$ cat src/rtl/hash160_host_if.sv
// Host-side framer for a HASH160 core: sends preamble + 64-byte block, then collects a 5-word digest.
// Optional digest comparator enabled by defining HASH160_HOST_CMP_EN.
module hash160_host_if #(
    parameter int unsigned TIMEOUT_CYCLES = 1024,
    parameter logic [7:0]  PREAMBLE_BYTE  = 8'hFF
) (
    input  logic           clk,
    input  logic           rst_n,
    input  logic           start,
    input  logic [511:0]   i_block,
    output logic [7:0]     o_text,
    input  logic           i_valid,
    input  logic [31:0]    i_answer,
    output logic           o_busy,
    output logic           o_done,
    output logic [159:0]   o_digest,
`ifdef HASH160_HOST_CMP_EN
    input  logic [159:0]   i_expected,
    output logic           o_match,
`endif
    output logic           o_err
);

    typedef enum logic [2:0] {
        IDLE    = 3'd0,
        PRE     = 3'd1,
        SEND    = 3'd2,
        WAIT    = 3'd3,
        COLLECT = 3'd4,
        DONE    = 3'd5
    } state_t;

    localparam logic [15:0] TIMEOUT_W = 16'(TIMEOUT_CYCLES);

    state_t         state_q, state_d;
    logic [511:0]   shift_q, shift_d;
    logic [6:0]     cnt_q, cnt_d;
    logic [15:0]    wait_q, wait_d;
    logic [2:0]     wc_q, wc_d;
    logic [159:0]   digest_q, digest_d;
    logic           err_q, err_d;
    logic [7:0]     text_q, text_d;
    logic [15:0]    wait_inc;

    assign wait_inc = wait_q + 16'd1;

    always_ff @(posedge clk or negedge rst_n) begin
        if (!rst_n) state_q <= IDLE;
        else        state_q <= state_d;
    end

    always_comb begin
        state_d = state_q;
        case (state_q)
            IDLE:    if (start) state_d = PRE;
            PRE:     state_d = SEND;
            SEND:    if (cnt_q == 7'd64) state_d = WAIT;
            WAIT: begin
                if (i_valid)                     state_d = COLLECT;
                else if (wait_inc == TIMEOUT_W)  state_d = DONE;
            end
            COLLECT: if (!i_valid || wc_q == 3'd4) state_d = DONE;
            DONE:    if (start) state_d = PRE;
            default: state_d = IDLE;
        endcase
    end

    // Datapath next-state: o_text is registered, so it is computed from the state being entered.
    always_comb begin
        shift_d  = shift_q;
        cnt_d    = cnt_q;
        wait_d   = wait_q;
        wc_d     = wc_q;
        digest_d = digest_q;
        err_d    = err_q;
        text_d   = 8'h00;
        case (state_q)
            IDLE, DONE: begin
                if (start) begin
                    shift_d  = i_block;
                    cnt_d    = 7'd0;
                    wait_d   = 16'd0;
                    wc_d     = 3'd0;
                    digest_d = '0;
                    err_d    = 1'b0;
                    text_d   = PREAMBLE_BYTE;
                end
            end
            PRE: begin
                text_d  = shift_q[511:504];
                shift_d = {shift_q[503:0], 8'h00};
                cnt_d   = 7'd1;
            end
            SEND: begin
                if (cnt_q != 7'd64) begin
                    text_d  = shift_q[511:504];
                    shift_d = {shift_q[503:0], 8'h00};
                    cnt_d   = cnt_q + 7'd1;
                end
            end
            WAIT: begin
                wait_d = wait_inc;
                if (i_valid) begin
                    digest_d[159:128] = i_answer;
                    wc_d              = 3'd1;
                end else if (wait_inc == TIMEOUT_W) begin
                    err_d = 1'b1;
                end
            end
            COLLECT: begin
                if (i_valid) begin
                    case (wc_q)
                        3'd1:    digest_d[127:96] = i_answer;
                        3'd2:    digest_d[95:64]  = i_answer;
                        3'd3:    digest_d[63:32]  = i_answer;
                        default: digest_d[31:0]   = i_answer;
                    endcase
                    wc_d = wc_q + 3'd1;
                end else begin
                    err_d = 1'b1;
                end
            end
            default: ;
        endcase
    end

    always_ff @(posedge clk or negedge rst_n) begin
        if (!rst_n) begin
            shift_q  <= '0;
            cnt_q    <= '0;
            wait_q   <= '0;
            wc_q     <= '0;
            digest_q <= '0;
            err_q    <= 1'b0;
            text_q   <= 8'h00;
        end else begin
            shift_q  <= shift_d;
            cnt_q    <= cnt_d;
            wait_q   <= wait_d;
            wc_q     <= wc_d;
            digest_q <= digest_d;
            err_q    <= err_d;
            text_q   <= text_d;
        end
    end

    always_comb begin
        o_busy = (state_q != IDLE) && (state_q != DONE);
        o_done = (state_q == DONE);
`ifdef HASH160_HOST_CMP_EN
        o_match = (state_q == DONE) && !err_q && (digest_q == i_expected);
`endif
    end

    assign o_text   = text_q;
    assign o_digest = digest_q;
    assign o_err    = err_q;

endmodule

$ cat config.mk
export PLATFORM = sky130hd
export DESIGN_NAME = hash160_host_if
export DESIGN_NICKNAME = d
export VERILOG_FILES = /design/src/rtl/hash160_host_if.sv
export SDC_FILE = /design/constraint.sdc
export NUM_CORES = 2
export LEC_CHECK = 0
export ABC_AREA = 1
export BUFFER_PORTS_ARGS = -buffer_cell sky130_fd_sc_hd__buf_4
export CAP_MARGIN = 20
export CORE_AREA = 2 2 282 284
export DETAILED_ROUTE_END_ITERATION = 10
export DIE_AREA = 0 0 284 286
export GPL_ROUTABILITY_DRIVEN = 0
export SETUP_SLACK_MARGIN = 0.2
export SLEW_MARGIN = 40
export SYNTH_ARGS = -nofsm -noshare
export SYNTH_HDL_FRONTEND = slang
export SYNTH_SLANG_ARGS = --single-unit
$ cat constraint.sdc
create_clock -name clk -period 4.33 [get_ports clk]
set_clock_uncertainty 0.15 [all_clocks]
set_input_delay 0.433 -clock clk [delete_from_list [all_inputs] [get_ports clk]]
set_output_delay 0.433 -clock clk [all_outputs]
set_load 0.01 [all_outputs]
==> run metrics <==
status=finished, final reports clean; Post-synth top flop=dfrtp_1; Critical Path End=shift_q[292]; initial DRC count=around 2200; met2 Use GR=between 40% and 50%; vias per cell=approximately 5.1; CTS root buf=clkbuf_16; Slew headroom=45.2%; Pwr Density=between 700 and 800 mW/mm²; FMAX=0.313 GHz; clock sink count=710; filler instances=between 6000 and 7000; dpl cells=5100; core area=0.0784 mm²; Required @ worst endpoint=4700 ps; top cells by area, synth=dfrtp_1, nand2_1, a31oi_1, nor2_1, mux2_2; Row Count=103; htree depth=3; drt drc=0; number of global-route vias before repair=between 20000 and 30000; first-pass GRT wire length=between 150 and 200 mm; min cycle time layout=~3200 ps; Post-synth EDFFs=0; multi-input logic area=around 0.012 mm²; crit path DAT=between 3000 and 4000 ps; Die W=about 280 µm; FF-to-FF Start=state_q[2]; Max Transition Viols Final=0; WS Path Type=reg2reg; die height=approximately 290 µm; antenna violations before repair=12; Setup-failing EPs final=0; Static Leak=21.6 nW; Post-Route WL=~110 mm; Synth top area share=between 50% and 60%; non-filler cells, final=between 5000 and 6000; Synth cell types=33; Hold Violations, Final=0; R2R Setup Slk=1140 ps; top-count cell post-synth=nand2_1; hpwl dp=69.9 mm; Initial Util=40.2%; Worst R2R Path Depth=10; Avg WL per Cell=18.6 µm; Die ar.=between 0.08 and 0.09 mm²; FFs w/ async S/R, synth=between 90% and 100%; All-Layer GR Usage=25.6%; largest net degree at the start of global routing=between 150 and 200; TNS Setup=0 ps; Critical Path Source=state_q[2]; Hold WS=36.3 ps; synthesized net count=just over 4000; worst flop-to-flop path endpoint=shift_q[292]; yosys warns=0; Storage cell area=between 0.015 and 0.02 mm²; maxcap violations=0; Remaining Overflow, GRT=0; worst skew pair latency=620 ps; Detail Route Antenna Nets=0; GR Layer Usage met3=between 3 and 4%; port bufs=around 720; CP Capture Type=flop; Cell Area, Synth=about 0.031 mm²; layout cells sized above 1=a little over a fifth; Commonest cells post-synth=nand2_1, dfrtp_1, nor2_1; post-synth top area cell=dfrtp_1; clock slew at reported path FFs=~60 ps; post-CTS sizing=0; Hold/Removal Path Class=in2reg; peak supply drop=0.774 mV; Top-Level Pins=just over 700; met1 usage=approximately 33%; RSZ-0062 raised after global routing=no; CTS tree=yes; CTS max path bufs=3; nets=around 5200; gr busiest metal=met2; Slew @ Worst Pin=between 800 and 900 ps; drt first pass iters=5; final period utilization=73.7%; Post-Syn Instances=between 3000 and 4000; Avg Cell Area, Syn=just under 9 µm²; total CTS buffers=79; sequential cell area fraction in the yosys report=a little under three fifths; FF+latch count, synth=approximately 700; CP max FO=between 100 and 150; vias post-DR=29600; critical path startpoint category=flop; Syn-to-layout area delta=45.2%
how the worst min path moves through the flow:
stage                         endpoint  cells after the start  slack [ps]         start
final                     shift_q[410]                      3          40  i_block[410]
after global placement           o_err                      2         310         o_err
after CTS                 shift_q[410]                      3        0.09  i_block[410]
after floorplan               cnt_q[0]                      0         -10         rst_n
after global routing      shift_q[464]                      3          10  i_block[464]
after detailed placement  o_digest[55]                      1         260         rst_n
metrics by stage:
step | power (mW) | util, % | area, µm² | setup WS (ps)
6_report | 35.2 | 58.3 | 45700 | 1140
5_1_grt | 38.0 | 58.3 | 45700 | 810
4_1_cts | 35.3 | 58.2 | 45600 | 1110
3_5_place_dp | 28.0 | 48.1 | 37700 | 1110
3_3_place_gp | 27.7 | 48.1 | 37700 | 1200
2_1_floorplan | 23.3 | - | 31500 | 2270
cells by family (layout without fill, tap and decap cells):
| family | count (synthesis) | after routing | synth area share (%) |
|---|---|---|---|
| xor gates and xnor gates | 5 | 5 | 0.139 |
| adders and majority gates | 9 | 9 | 0.358 |
| other | 0 | 9 | 0 |
| buffers and inverters | 416 | 1613 | 5.97 |
| AOI/OAI and AO/OA | 671 | 671 | 13.3 |
| muxes | 128 | 128 | 4.58 |
| and+or+nand+nor | 1588 | 1588 | 19.2 |
| DFF | 710 | 710 | 56.4 |
worst max-delay path, cell delays in order, from the launching register on:
cell	delay [ps]
dfrtp_1	420
nor2_1	130
nand2_1	160
nand2_4	270
inv_8	100
a21oi_2	160
nand2_2	290
inv_8	660
buf_12	370
nor2_1	70
a31oi_1	170
per-layer routing:
| metal | vias to the layer above | routed length (µm) |
|---|---|---|
| li1 | 14000 | - |
| met1 | 14300 | 45000 |
| met2 | 981 | 51800 |
| met5 | - | 38 |
| met4 | 6 | 5190 |
| met3 | 293 | 5380 |
area by class of cell:
cell class / count / area share [%]
Clock buffer: 115 / 4.99
Inverter: 162 / 1.37
Timing Repair Buffer: 1316 / 25.3
Clock inverter: 20 / 0.556
Tap cell: 1050 / 2.87
Multi-Input combinational cell: 2401 / 26.0
Antenna cell: 9 / 0.0493
Sequential cell: 710 / 38.9
cells in the final DEF (no fill, tap or decap), types with 5 or more instances in the layout:
cell type / instances
nor2_1: 487
clkbuf_8: 15
clkbuf_1: 20
nand3_1: 26
nand2_1: 1052
o31ai_1: 33
clkinv_2: 9
nand4_1: 5
a31oi_1: 421
clkbuf_16: 80
ha_1: 9
buf_4: 751
nor2_4: 5
o21ai_0: 116
mux2_1: 7
mux2_2: 121
diode_2: 9
o22ai_1: 5
inv_1: 154
nand2_2: 5
dlygate4sd3_1: 537
bufinv_16: 5
o211ai_1: 84
dfrtp_1: 710
buf_12: 21
flip-flops by register name, indices dropped and copies added, names as in the netlist:
name,cells
state_q,3
wc_q,3
o_err,1
o_text,8
wait_q,16
cnt_q,7
shift_q,512
o_digest,160
timing repair:
| action | 4_1_cts | 5_1_grt |
|---|---|---|
| setup buffers | 0 | 0 |
| endpoints found under the hold margin | 578 | 0 |
| hold buffers | 537 | 0 |
where the power goes:
part	switching [mW]	leakage (nW)	total [mW]	internal (mW)
registers	1.56	8.57	11.5	9.89
clock network	2.79	1.25	6.73	3.95
logic	10.8	11.8	17.0	6.25
Power figures use the tool's default switching activity.
